$ cat src/rtl/rx_pkt_buffer_ctrl.sv
// rx_pkt_buffer_ctrl
//   Packet-level address controller for a byte-wide packet RAM shared by one
//   producer (RX side) and one consumer. Bytes are written speculatively; the
//   write pointer is committed (its last-byte address pushed into a small
//   end-pointer FIFO) only at end-of-packet. Abort, restart and overflow roll
//   the write pointer back to the packet start, so the consumer only ever sees
//   whole, good packets.
//
// Ports
//   clk, rst        system clock, synchronous active-high reset
//   wr_sop/valid/eop/abort  producer byte qualifiers (sop/eop qualified by valid)
//   wr_ready        controller can accept a byte this cycle
//   mem_wr_en       RAM write strobe (combinational, accepted byte)
//   mem_wr_addr     RAM write address
//   pkt_drop        one-cycle pulse in the cycle a packet is discarded
//   rd_req          consumer takes the byte at mem_rd_addr
//   rd_pkt_avail    at least one committed, unread packet
//   rd_last         mem_rd_addr holds the last byte of the current packet
//   mem_rd_addr     RAM read address
//
// state | meaning
// IDLE  | between packets, waiting for a sop byte
// WRITE | packet in progress, bytes written from start_ptr onward
// DROP  | packet discarded, swallowing bytes until eop or abort
module rx_pkt_buffer_ctrl #(
  parameter int ADDR_BITS = 6,
  parameter int PKT_DEPTH = 4
) (
  input  logic                 clk,
  input  logic                 rst,
  input  logic                 wr_sop,
  input  logic                 wr_valid,
  input  logic                 wr_eop,
  input  logic                 wr_abort,
  output logic                 wr_ready,
  output logic                 mem_wr_en,
  output logic [ADDR_BITS-1:0] mem_wr_addr,
  output logic                 pkt_drop,
  input  logic                 rd_req,
  output logic                 rd_pkt_avail,
  output logic                 rd_last,
  output logic [ADDR_BITS-1:0] mem_rd_addr
);

  localparam int IDX_BITS = (PKT_DEPTH > 1) ? $clog2(PKT_DEPTH) : 1;
  localparam int CNT_BITS = $clog2(PKT_DEPTH + 1);

  typedef enum logic [1:0] {IDLE, WRITE, DROP} state_t;

  state_t               state, state_nxt;
  logic [ADDR_BITS-1:0] wr_ptr, wr_ptr_nxt;
  logic [ADDR_BITS-1:0] start_ptr, start_ptr_nxt;
  logic [ADDR_BITS-1:0] rd_ptr;
  logic [ADDR_BITS-1:0] wr_addr;
  logic [ADDR_BITS-1:0] push_val;
  logic [ADDR_BITS-1:0] used;
  logic [ADDR_BITS-1:0] end_fifo [PKT_DEPTH];
  logic [IDX_BITS-1:0]  head, tail;
  logic [CNT_BITS-1:0]  count;
  logic                 full, push, pop, push_ok, rd_take;

  function automatic logic [IDX_BITS-1:0] idx_inc(input logic [IDX_BITS-1:0] i);
    return (i == IDX_BITS'(PKT_DEPTH - 1)) ? '0 : i + IDX_BITS'(1);
  endfunction

  // One slot is kept empty so that wr_ptr == rd_ptr always means empty.
  assign used         = wr_ptr - rd_ptr;
  assign full         = (used == {ADDR_BITS{1'b1}});
  assign rd_pkt_avail = (count != '0);
  assign rd_last      = rd_pkt_avail && (rd_ptr == end_fifo[head]);
  assign rd_take      = rd_req && rd_pkt_avail;
  assign pop          = rd_take && rd_last;
  // A same-cycle pop makes room for the commit being checked.
  assign push_ok      = (count != CNT_BITS'(PKT_DEPTH)) || pop;
  assign wr_ready     = (state != DROP) && !full;
  assign mem_wr_addr  = wr_addr;
  assign mem_rd_addr  = rd_ptr;

  always_ff @(posedge clk) begin
    if (rst) begin
      state     <= IDLE;
      wr_ptr    <= '0;
      start_ptr <= '0;
      rd_ptr    <= '0;
      head      <= '0;
      tail      <= '0;
      count     <= '0;
      for (int i = 0; i < PKT_DEPTH; i++) end_fifo[i] <= '0;
    end else begin
      state     <= state_nxt;
      wr_ptr    <= wr_ptr_nxt;
      start_ptr <= start_ptr_nxt;
      if (rd_take) rd_ptr <= rd_ptr + ADDR_BITS'(1);
      if (push) begin
        end_fifo[tail] <= push_val;
        tail           <= idx_inc(tail);
      end
      if (pop) head <= idx_inc(head);
      if (push && !pop)      count <= count + CNT_BITS'(1);
      else if (pop && !push) count <= count - CNT_BITS'(1);
    end
  end

  always_comb begin
    state_nxt     = state;
    wr_ptr_nxt    = wr_ptr;
    start_ptr_nxt = start_ptr;
    wr_addr       = wr_ptr;
    push_val      = wr_ptr;
    mem_wr_en     = 1'b0;
    pkt_drop      = 1'b0;
    push          = 1'b0;
    case (state)
      IDLE: begin
        if (wr_valid && wr_sop) begin
          start_ptr_nxt = wr_ptr;
          if (full) begin
            pkt_drop = 1'b1;
            if (!wr_eop) state_nxt = DROP;
          end else if (wr_eop && !push_ok) begin
            pkt_drop = 1'b1;
          end else begin
            mem_wr_en  = 1'b1;
            wr_ptr_nxt = wr_ptr + ADDR_BITS'(1);
            if (wr_eop) push = 1'b1;
            else        state_nxt = WRITE;
          end
        end
      end
      WRITE: begin
        if (wr_abort) begin
          wr_ptr_nxt = start_ptr;
          pkt_drop   = 1'b1;
          state_nxt  = IDLE;
        end else if (wr_valid && wr_sop) begin
          // Restart: the old packet is dropped and the new one reuses its
          // start address in the same cycle. Space below start_ptr is never
          // full while a packet is in progress, so only the commit can fail.
          pkt_drop = 1'b1;
          wr_addr  = start_ptr;
          if (wr_eop && !push_ok) begin
            wr_ptr_nxt = start_ptr;
            state_nxt  = IDLE;
          end else begin
            mem_wr_en  = 1'b1;
            wr_ptr_nxt = start_ptr + ADDR_BITS'(1);
            push_val   = start_ptr;
            push       = wr_eop;
            state_nxt  = wr_eop ? IDLE : WRITE;
          end
        end else if (wr_valid) begin
          if (full || (wr_eop && !push_ok)) begin
            wr_ptr_nxt = start_ptr;
            pkt_drop   = 1'b1;
            state_nxt  = wr_eop ? IDLE : DROP;
          end else begin
            mem_wr_en  = 1'b1;
            wr_ptr_nxt = wr_ptr + ADDR_BITS'(1);
            if (wr_eop) begin
              push      = 1'b1;
              state_nxt = IDLE;
            end
          end
        end
      end
      DROP: begin
        if (wr_abort || (wr_valid && wr_eop)) state_nxt = IDLE;
      end
      default: state_nxt = IDLE;
    endcase
  end

endmodule

$ cat config.mk
export PLATFORM = sky130hd
export DESIGN_NAME = rx_pkt_buffer_ctrl
export DESIGN_NICKNAME = d
export VERILOG_FILES = /design/src/rtl/rx_pkt_buffer_ctrl.sv
export SDC_FILE = /design/constraint.sdc
export NUM_CORES = 1
export LEC_CHECK = 0
export BUFFER_PORTS_ARGS = -buffer_cell sky130_fd_sc_hd__buf_4
export CAP_MARGIN = 20
export CORE_MARGIN = 5
export CORE_UTILIZATION = 25
export CTS_CLUSTER_SIZE = 14
export DETAILED_ROUTE_END_ITERATION = 16
export GPL_ROUTABILITY_DRIVEN = 0
export PLACE_DENSITY = 0.49
export REMOVE_ABC_BUFFERS = 1
export SKIP_LAST_GASP = 1
export SLEW_MARGIN = 20
export SYNTH_ARGS = -nofsm -noshare
export SYNTH_HDL_FRONTEND = slang
export SYNTH_SLANG_ARGS = --single-unit
$ cat constraint.sdc
create_clock -name clk -period 5.5 [get_ports clk]
set_clock_uncertainty 0.2 [all_clocks]
set_input_delay 0.55 -clock clk [delete_from_list [all_inputs] [get_ports clk]]
set_output_delay 0.55 -clock clk [all_outputs]
set_load 0.05 [all_outputs]
# ---- Word-level counts from Yosys, hierarchy flattened
# Memory sizes are Yosys's and may differ from the RTL's. A register that Yosys moved wholly into a read port is not among the register bits.
# Cells that the tools add are included.
# W data, S select, Z words.
dict set report totals {
  ramBits 24
  output_inout_bits 17
  ff_bits 27
  memories 1
  elab_cells 128
}
# memory words word_bits read_ports rd_ports_with_merged_regs write_ports line
set memory_table {}
lappend memory_table {end_fifo 4 6 1 1 4 57} ;# logic [ADDR_BITS-1:0] end_fifo [PKT_DEPTH];
dict set report op_classes {
  n_eq_ne 17
  n_mux 71
  n_reduce_logical 24
  addsub 8
}
# op count
set op_table {}
lappend op_table {{$mux W6} 16}
lappend op_table {{$mux W2} 17}
lappend op_table {{$mux W1} 31}
lappend op_table {{$add A6 B1 Y6 const B} 3}
lappend op_table {{$ne A3 B3 Y1 const B} 4}
lappend op_table {{$pmux W6 S2} 1}
lappend op_table {{$ne A2 B2 Y1 const B} 5}
lappend op_table {{$logic_and A1 B1 Y1} 9}
lappend op_table {{$reduce_and A7 Y1} 1}
lappend op_table {{$eq A2 B2 Y1 const B} 3}
lappend op_table {{$eq A6 B6 Y1} 1}
lappend op_table {{$eq A6 B6 Y1 const B} 1}
lappend op_table {{$mux W3} 2}
lappend op_table {{$pmux W1 S2} 3}
lappend op_table {{$pmux W2 S3} 1}
lappend op_table {{$reduce_or A6 Y1} 1}
lappend op_table {{$sub A6 B6 Y6} 1}
lappend op_table {{$ne A5 B5 Y1 const B} 1}
lappend op_table {{$reduce_and A5 Y1} 1}
lappend op_table {{$add A2 B1 Y2 const B} 2}
lappend op_table {{$logic_not A1 Y1} 4}
lappend op_table {{$ne A4 B4 Y1 const B} 1}
lappend op_table {{$reduce_bool A2 Y1} 2}
lappend op_table {{$add A3 B1 Y3 const B} 1}
lappend op_table {{6 further kinds} 8}

# ---- Logic depth before layout (Yosys ltp)
# Gate-level depths: netlist of run 1.
dict set report depth {
  ltp_word 17
  mapped_depth 15
  mapped_depth_nobuf 15
}

# ---- Worst setup path after synthesis of run 1
# Ideal clock, no wire load.
dict set report synth_timing {
  path_type {register to register}
  from {reg rd_ptr[2] (netlist: mem_rd_addr[2])}
  to {reg count[2]}
  stages_incl_launch_ff 15
  arrival_time_ps 3641
  setup_ps 71
  n_path_buf 0
  slack_ps 1589
  cell_sequence {dfxtp_1 -> inv_1 -> ha_1 -> and3b_1 -> or3_1 -> nand3_1 -> o2bb2ai_1 -> o2111ai_4 -> inv_1 -> ha_1 -> inv_1 -> fa_1 -> xor2_1 -> or3_1 -> a21oi_1}
}
dict set report synth_via {
  elab_chain_len 15
  word_cells_on_any_way 24
}
# item line
set synth_rtl {}
lappend synth_rtl {{from (decl)} 53} ;# logic [ADDR_BITS-1:0] rd_ptr;
lappend synth_rtl {{from (signal assigned)} 93} ;# if (rd_take) rd_ptr <= rd_ptr + ADDR_BITS'(1);
lappend synth_rtl {{parallel branches: the longest is 11 deep, another holds $sub A6 B6 Y6} n/a}
lappend synth_rtl {{$pmux W1 S2 (*)} 113} ;# case (state)
lappend synth_rtl {{named net push} 60} ;# logic full, push, pop, push_ok, rd_take;
lappend synth_rtl {{$logic_not A1 Y1} 100} ;# else if (pop && !push) count <= count - CNT_BITS'(1);
lappend synth_rtl {{$logic_and A1 B1 Y1} 100}
lappend synth_rtl {{$reduce_bool A2 Y1 (no source line)} n/a}
lappend synth_rtl {{to (signal assigned)} 99} ;# if (push && !pop) count <= count + CNT_BITS'(1);
lappend synth_rtl {{to (signal assigned)} 100}
lappend synth_rtl {{to (decl)} 59} ;# logic [CNT_BITS-1:0] count;
# Mark *: on every way through the listed nets, which the timed path passes.
# A chain may end at the register's enable or synchronous reset.

# ---- Worst setup path in the final report of run 1
dict set report layout_timing {
  from {reg wr_ptr[2]}
  to {reg count[2]}
}
dict set report layout_via {
  elab_chain_len 11
  word_cells_on_any_way 15
}
# item line
set layout_rtl {}
lappend layout_rtl {{from (decl)} 51} ;# logic [ADDR_BITS-1:0] wr_ptr, wr_ptr_nxt;
lappend layout_rtl {{from (signal assigned)} 91} ;# wr_ptr <= wr_ptr_nxt;
lappend layout_rtl {{$sub A6 B6 Y6 (*)} 67} ;# assign used = wr_ptr - rd_ptr;
lappend layout_rtl {{$eq A6 B6 Y1 (*)} 68} ;# assign full = (used == {ADDR_BITS{1'b1}});
lappend layout_rtl {{$logic_or A1 B1 Y1} 152} ;# if (full || (wr_eop && !push_ok)) begin
lappend layout_rtl {{$mux W1} 152}
lappend layout_rtl {{$mux W1} 151} ;# end else if (wr_valid) begin
lappend layout_rtl {{$mux W1} 135} ;# end else if (wr_valid && wr_sop) begin
lappend layout_rtl {{$mux W1} 131} ;# if (wr_abort) begin
lappend layout_rtl {{$pmux W1 S2 (*)} 113}
lappend layout_rtl {{named net push} 60}
lappend layout_rtl {{$logic_not A1 Y1} 100}
lappend layout_rtl {{$logic_and A1 B1 Y1} 100}
lappend layout_rtl {{$reduce_bool A2 Y1 (no source line)} n/a}
# The timed path passes the listed nets; every way through them passes the cells marked *.

==> results.json, run 1 <==
{
  "synth_edf_count": 24,
  "worst_pin_slew_ns": 0.9571,
  "cts_max_level": 2,
  "grt_util_met3_pct": 2.417,
  "cts.sinks": 53,
  "final_common_cell": "nor2_1",
  "r2r_setup_slack_ns": 1.52,
  "nets": 388,
  "maxSlewHeadroom_pct": 35.65,
  "cts_buffer_depth": 2,
  "grt_usage_pct": 12.06,
  "syn_area_per_cell_um2": 9.764,
  "drive_above_1_share_pct": 17.34,
  "routed_via_density": 5.020,
  "drt_iter0_drc": 249,
  "use_met2_pct": 19.41,
  "cts_resized": 0,
  "initial_core_util_pct": 25.31,
  "arrival_ns": 4.01,
  "antenna_found_initial": 0,
  "powerDensity_nw_per_um2": 247.9,
  "netlist.area_leader.share_pct": 20.67,
  "ir_drop_v": 0.0001245,
  "dpl.hpwl_um": 7039,
  "vias": 2756,
  "wl_per_cell_um": 17.18,
  "grt_setup_unrepaired": "no",
  "finalMaxSlewViolations": 0,
  "power_w": 0.0009775,
  "clkLatencyLatePin_ns": 0.30,
  "finalHoldViolCount": 0,
  "io_pins": 24,
  "cts_hold_buf": 0,
  "nFillCells": 1473,
  "cts_buffers": 5,
  "synth_cell_types": 66,
  "worst_setup_path_end_kind": "register",
  "min_path_cells": 2,
  "critPathKind": "register to register",
  "met1_usage_pct": 16.31,
  "cts_tree": "yes",
  "first_pass_iters": 4,
  "yosys_warnings": 0,
  "coreArea_um2": 13770,
  "fin_tns_setup_ns": 0,
  "crit_fanout": 10,
  "postCtsSetupBuffers": 0,
  "async_flop_share_pct": 0,
  "io_buffers": 23,
  "grt_max_degree": 28,
  "grt_pass1_vias": 2797,
  "row_count": 43,
  "drc": 0,
  "final_cell_mix": "39 x nor2_1, 29 x dfxtp_1, 26 x buf_4",
  "ys_seq_elements": 53,
  "min_period_over_period_pct": 72.43,
  "p_comb_share_pct": 19.1,
  "cp_data_required_time_ns": 5.53,
  "synthesis.area_um2": 3486,
  "reg2reg_depth": 13,
  "grt_pass1_wl_um": 15600,
  "internal_power_w": 0.0006706,
  "status": "completed",
  "die_h_um": 128.1,
  "period_needed_ns": 3.983,
  "die-area_um2": 16400,
  "dominantRegCellSynth": "dfxtp_1",
  "synthCells": 357,
  "ys_top_cells_by_area": "edfxtp_1 21%, dfxtp_1 17%, mux2i_1 6.3%, nor2_1 4.2%, ha_1 3.9%",
  "pwr-share-clk_pct": 34.9,
  "clk_pin_slew_ns": 0.08,
  "wl_um": 9433,
  "die_w_um": 128.1,
  "min_path_type": "register to register",
  "maxCapViolCount": 0,
  "synth_top_area_cell": "edfxtp_1",
  "p_leak_nw": 1.421,
  "busiest_layer": "met2",
  "seq_power_share_pct": 46.0,
  "setup_violations": 0,
  "switching_share_pct": 31.40,
  "multi_input_area_um2": 2007,
  "switchingPower_w": 0.0003069,
  "ys_seq_area_share_pct": 37.33,
  "area_growth_pct": 13.10,
  "ctsRootBufferMaster": "clkbuf_16",
  "diodes": 0,
  "ant_nets": 0,
  "ff_latch_area_um2": 1301,
  "overflow": 0,
  "start_kind": "register",
  "fmax_mhz": 251.0
}
critical path: stages (launching register included):
cell and delay [ns]:
dfxtp_1 0.60, ha_1 0.35, and3b_1 0.18, or3_1 0.37
nand3_1 0.36, o2bb2ai_1 0.24, o2111ai_4 0.25, inv_1 0.11
ha_1 0.18, inv_1 0.06, fa_1 0.38, xor2_1 0.16
or3_1 0.30, a21oi_1 0.16
power groups by stage:
stage / logic (W) / registers [W] / clock network [W]
after detailed placement: 0.000187 / 0.000459 / 0
after floorplan: 0.000131 / 0.000455 / 0
after global placement: 0.000184 / 0.000459 / 0
after global routing: 0.000205 / 0.000453 / 0.000363
final: 0.000187 / 0.000450 / 0.000341
after CTS: 0.000188 / 0.000450 / 0.000352
per-stage QoR:
stage	setup slack, ns	hold WS, ns	instance area (um2)	cells	util [%]
CTS	1.518	0.3308	3943	549	28.62
global route	1.260	0.3583	3943	549	28.62
floorplan	1.589	0.2734	3363	335	-
finish	1.517	0.3323	3943	549	28.62
global placement	1.642	0.3034	3784	541	27.47
detailed placement	1.536	0.3196	3789	541	27.51
Yosys cell counts, types with 2 or more instances:
cell type	number
nor4_2	2
and3_1	3
o31ai_1	2
nand2b_1	2
a31oi_1	6
xnor2_1	8
nor4_1	5
xnor2_2	4
a31o_2	2
nor3b_1	3
fa_1	2
o221a_2	2
mux2_2	6
nand2_1	21
buf_2	2
nor3_1	18
nand3_1	8
ha_1	11
inv_1	16
mux2i_1	22
a21oi_1	14
clkbuf_1	14
buf_6	5
a311oi_1	2
o21ai_0	18
or3_1	5
and2_1	4
mux4_2	4
nor2_1	39
edfxtp_1	24
dfxtp_1	29
nand4_1	8
a22oi_1	3
and4_1	5
xor2_1	5
nor2b_1	3
flip-flops by register name (all words and copies together), names as in the netlist, named ones only:
register / flops
mem_rd_addr: 6
start_ptr: 6
end_fifo: 24
tail: 2
wr_ptr: 6
count: 3
head: 2
state: 2
layer usage:
layer	vias up	routed length, um	share of wire, %
met1	1316	4376	46
li1	1352	-	-
met3	8	518	5.5
met2	80	4408	47
met4	0	129	1.4
met5	-	0	0
final timing paths:
check             endpoint  startpoint
hold / removal    count[2]    count[2]
setup / recovery  count[2]   wr_ptr[2]
setup reg to reg  count[2]   wr_ptr[2]
hold reg to reg   count[2]    count[2]
layout make-up:
cell class / instances / area share [%]
Clock buffer: 5 / 3.174
Clock inverter: 3 / 0.7299
Inverter: 16 / 1.523
Multi-Input combinational cell: 266 / 50.90
Sequential cell: 53 / 33.01
Tap cell: 180 / 5.712
Timing Repair Buffer: 26 / 4.951
cells by family (layout without fill, tap and decap cells):
family,count (synthesis),count (layout),synth area share (%)
AND/OR/NAND/NOR,132,132,20.50
multiplexers,33,33,11.23
AO/OA/AOI/OAI,70,70,14.83
adder cells (fa/ha/maj),13,13,5.097
buffers and inverters,38,50,5.240
XOR/XNOR,18,18,5.779
flip-flops,53,53,37.33
No activity file was read; power rests on OpenSTA's default activity.
==> run 2, diff against run 1 <==
Clock period 5.5 ns to 4.1 ns, I/O delays scaled along.
==> results.json, run 2 (synthesis results as in run 1) <==
{
  "critPathKind": "register to register",
  "min_from": "rst",
  "fin_tns_setup_ns": 0,
  "reg2reg_depth": 14,
  "final_area_um2": 3988,
  "arrival_ns": 3.83,
  "path_delay_family": "simple AND/OR/NAND/NOR gates",
  "area_growth_pct": 14.39,
  "final_cell_mix": "39 x nor2_1, 32 x buf_4, 29 x dfxtp_1",
  "r2r_end": "count[2]",
  "period_needed_ns": 3.804,
  "min_path_type": "input port to register",
  "nets": 394,
  "wl_per_cell_um": 17.17,
  "io_pins": 24,
  "maxCapViolCount": 0,
  "vias": 2793,
  "crit_fanout": 9,
  "cts_resized": 0,
  "cts_buffer_depth": 2,
  "grt_max_degree": 28,
  "dpl.hpwl_um": 7166,
  "cts_hold_buf": 0,
  "row_count": 43,
  "io_buffers": 23,
  "ir_drop_v": 0.0001792,
  "clkLatencyLatePin_ns": 0.30,
  "ctsRootBufferMaster": "clkbuf_16",
  "powerDensity_nw_per_um2": 328.2,
  "crit_chain": "inv_1, ha_1, and3b_1, or3_1, nand3_1, o2bb2ai_1, o2111ai_4, inv_1, ha_1, inv_1, fa_1, xor2_1, or3_1, a21oi_1",
  "dp_slack_ns": 0.3021,
  "critPathBufInv": 3,
  "min_path_cells": 2,
  "slowest_stage": "dfxtp_1",
  "die_h_um": 128.1,
  "die-area_um2": 16400,
  "routed_via_density": 5.032,
  "dp.cells": 547,
  "cp_data_required_time_ns": 4.12,
  "antenna_found_initial": 0,
  "cp_common_cell": "inv_1",
  "min_to": "start_ptr[2]",
  "grt_usage_pct": 11.87,
  "cts_buffers": 5,
  "cp_slowest_stage_delay_ns": 0.50,
  "worstReg2RegStart": "mem_rd_addr[2]",
  "finalNonFillerCells": 555,
  "largest_register_ffs": 24,
  "grt_pass1_vias": 2843,
  "drc": 0,
  "ant_nets": 0,
  "status": "completed",
  "largest_register": "end_fifo",
  "final_common_cell": "nor2_1",
  "min_period_over_period_pct": 92.78,
  "diodes": 0,
  "maxSlewHeadroom_pct": 32.95,
  "cts.sinks": 53,
  "worst_setup_path_end_kind": "register",
  "holdWs_ns": 0.2809,
  "drt_iter0_drc": 231,
  "cts_tree": "yes",
  "grt_setup_unrepaired": "no",
  "layout_setup_ws_ns": 0.2960,
  "die_w_um": 128.1,
  "finalHoldViolCount": 0,
  "drive_above_1_share_pct": 18.67,
  "p_leak_nw": 1.452,
  "worst_pin_slew_ns": 0.9952,
  "setup_violations": 0,
  "coreArea_um2": 13770,
  "start_kind": "register",
  "fmax_mhz": 262.9,
  "cts_max_level": 2,
  "first_pass_iters": 4,
  "finalMaxSlewViolations": 0,
  "initial_core_util_pct": 25.31,
  "postPlaceCellArea_um2": 3829,
  "grt_pass1_wl_um": 15450,
  "r2r_setup_slack_ns": 0.30,
  "overflow": 0,
  "wl_um": 9531,
  "clk_pin_slew_ns": 0.08,
  "postCtsSetupBuffers": 0
}
run 2: worst max path at each step:
stage | slack [ns] | startpoint | to | depth (start not counted)
6_report | 0.30 | mem_rd_addr[2] | count[2] | 14
5_1_grt | 0.06 | wr_ptr[0] | count[2] | 15
4_1_cts | 0.29 | mem_rd_addr[2] | count[2] | 14
3_5_place_dp | 0.30 | wr_ptr[0] | count[2] | 15
3_3_place_gp | 0.38 | mem_rd_addr[2] | count[2] | 14
2_1_floorplan | 0.19 | mem_rd_addr[2] | count[2] | 14
run 2: layer usage:
layer  global-route usage (%)  share of wire [%]  up-vias
met4                    3.995                2.1        0
met1                    15.82                 47     1354
met3                    2.250                4.5       14
met5                        0                  0        -
li1                         -                  -     1362
met2                    19.32                 46       63
run 2: area by class of cell:
| class | instances | area [um2] |
|---|---|---|
| Fill cell | 1473 | 9786 |
| Multi-Input combinational cell | 266 | 2007 |
| Sequential cell | 53 | 1301 |
| Timing Repair Buffer | 32 | 240.2 |
| Tap cell | 180 | 225.2 |
| Clock buffer | 5 | 125.1 |
| Inverter | 16 | 60.06 |
| Clock inverter | 3 | 28.78 |
run 2: per-stage QoR:
stage	utilization [%]	total power, W
2_1_floorplan	-	0.0007861
3_3_place_gp	27.80	0.0008691
3_5_place_dp	27.80	0.0008712
4_1_cts	28.92	0.001320
5_1_grt	28.95	0.001367
6_report	28.95	0.001309
run 2: where the power goes:
| group | internal, W | switching [W] | total, W |
|---|---|---|---|
| sequential | 0.000573 | 0.0000260 | 0.000599 |
| combinational | 0.0000955 | 0.000165 | 0.000260 |
| clock | 0.000234 | 0.000216 | 0.000450 |
| total | 0.000902 | 0.000407 | 0.00131 |
==> run 3, diff against run 2 <==
Settings changed: RECOVER_POWER set to 100.
==> results.json, run 3 (synthesis results as in run 1) <==
{
  "grt_setup_unrepaired": "no",
  "cp_slowest_stage_delay_ns": 0.50,
  "cp_common_cell": "inv_1",
  "finalMaxSlewViolations": 0,
  "p_leak_nw": 1.374,
  "die_w_um": 128.1,
  "io_pins": 24,
  "drive_above_1_share_pct": 12.53,
  "setup_violations": 0,
  "cts_max_level": 2,
  "wl_um": 9558,
  "clk_pin_slew_ns": 0.08,
  "cts_tree": "yes",
  "min_period_over_period_pct": 92.76,
  "largest_register_ffs": 24,
  "drc": 0,
  "switching_share_pct": 31.25,
  "drt_iter0_drc": 258,
  "final_util_pct": 28.29,
  "ant_nets": 0,
  "critPathBufInv": 3,
  "cts.sinks": 53,
  "io_buffers": 23,
  "min_path_type": "input port to register",
  "die-area_um2": 16400,
  "cts_buffer_depth": 2,
  "r2r_setup_slack_ns": 0.30,
  "routed_via_density": 5.063,
  "holdWs_ns": 0.2821,
  "arrival_ns": 3.83,
  "powerDensity_nw_per_um2": 333.2,
  "worstReg2RegStart": "mem_rd_addr[2]",
  "initial_core_util_pct": 25.31,
  "final_common_cell": "nor2_1",
  "cp_data_required_time_ns": 4.12,
  "status": "completed",
  "diodes": 0,
  "fmax_mhz": 262.9,
  "crit_chain": "inv_1, ha_1, and3b_1, or3_1, nand3_1, o2bb2ai_1, o2111ai_4, inv_1, ha_1, inv_1, fa_1, xor2_1, or3_1, a21oi_1",
  "cts_hold_buf": 0,
  "final_cell_mix": "39 x nor2_1, 29 x dfxtp_1, 24 x edfxtp_1",
  "pwr-share-clk_pct": 34.7,
  "dp_slack_ns": 0.3021,
  "critPathKind": "register to register",
  "coreArea_um2": 13770,
  "grt_usage_pct": 11.87,
  "reg2reg_depth": 14,
  "start_kind": "register",
  "clkLatencyLatePin_ns": 0.30,
  "grt_max_degree": 28,
  "slowest_stage": "dfxtp_1",
  "endpoint": "count[2]",
  "fin_tns_setup_ns": 0,
  "postCtsSetupBuffers": 0,
  "r2r_end": "count[2]",
  "p_comb_share_pct": 19.3,
  "layout_setup_ws_ns": 0.2969,
  "row_count": 43,
  "seq_power_share_pct": 46.1,
  "worst_setup_path_end_kind": "register",
  "largest_register": "end_fifo",
  "ir_drop_v": 0.0001795,
  "dpl.hpwl_um": 7166,
  "grt_pass1_wl_um": 15450,
  "ctsRootBufferMaster": "clkbuf_16",
  "grt_pass1_vias": 2843,
  "worst_pin_slew_ns": 1.110,
  "period_needed_ns": 3.803,
  "area_growth_pct": 11.77,
  "vias": 2810,
  "worstSetupPathDepth": 14,
  "crit_fanout": 9,
  "cts_resized": 0,
  "internal_power_w": 0.0008926,
  "nets": 394,
  "first_pass_iters": 4,
  "maxSlewHeadroom_pct": 25.46,
  "finalHoldViolCount": 0,
  "path_delay_family": "simple AND/OR/NAND/NOR gates",
  "cts_buffers": 5,
  "startpoint": "mem_rd_addr[2]",
  "die_h_um": 128.1,
  "switchingPower_w": 0.0004057,
  "overflow": 0,
  "wl_per_cell_um": 17.22,
  "maxCapViolCount": 0,
  "antenna_found_initial": 0
}
==> run 3: layer usage <==
| layer | part of all wire [%] | track usage [%] |
|---|---|---|
| met3 | 5.1 | 2.250 |
| met5 | 0 | 0 |
| met1 | 47 | 15.82 |
| met4 | 2.1 | 3.995 |
| met2 | 46 | 19.32 |
==> run 3: layout make-up <==
cell class / count / area [um2]
inverters: 16 / 60.06
flip-flops and latches: 53 / 1301
clock buffers: 5 / 125.1
fillers: 1488 / 9877
repair buffers: 32 / 177.7
multi-input cells: 266 / 1978
clock inverters: 3 / 28.78
well taps: 180 / 225.2
==> run 3: power by group through the flow <==
stage          Clock [W]  Sequential [W]  Combinational [W]
2_1_floorplan          0        0.000610           0.000176
3_5_place_dp           0        0.000611           0.000260
3_3_place_gp           0        0.000611           0.000258
6_report        0.000450        0.000598           0.000250
5_1_grt         0.000478        0.000602           0.000276
4_1_cts         0.000460        0.000598           0.000262
==> run 3: how the worst min path moves through the flow <==
stage | start | end | slack (ns) | depth (start not counted)
detailed placement | count[2] | count[2] | 0.35 | 2
global placement | count[2] | count[2] | 0.30 | 2
finish | rst | start_ptr[2] | 0.28 | 2
global route | rst | start_ptr[0] | 0.30 | 2
CTS | rst | start_ptr[5] | 0.29 | 2
floorplan | count[2] | count[2] | 0.27 | 2
==> run 3: through the flow <==
| stage | instances | total power (W) | cell area (um2) |
|---|---|---|---|
| 2_1_floorplan | 335 | 0.0007861 | 3363 |
| 3_3_place_gp | 547 | 0.0008691 | 3829 |
| 3_5_place_dp | 547 | 0.0008712 | 3829 |
| 4_1_cts | 555 | 0.001320 | 3983 |
| 5_1_grt | 555 | 0.001357 | 3896 |
| 6_report | 555 | 0.001298 | 3896 |
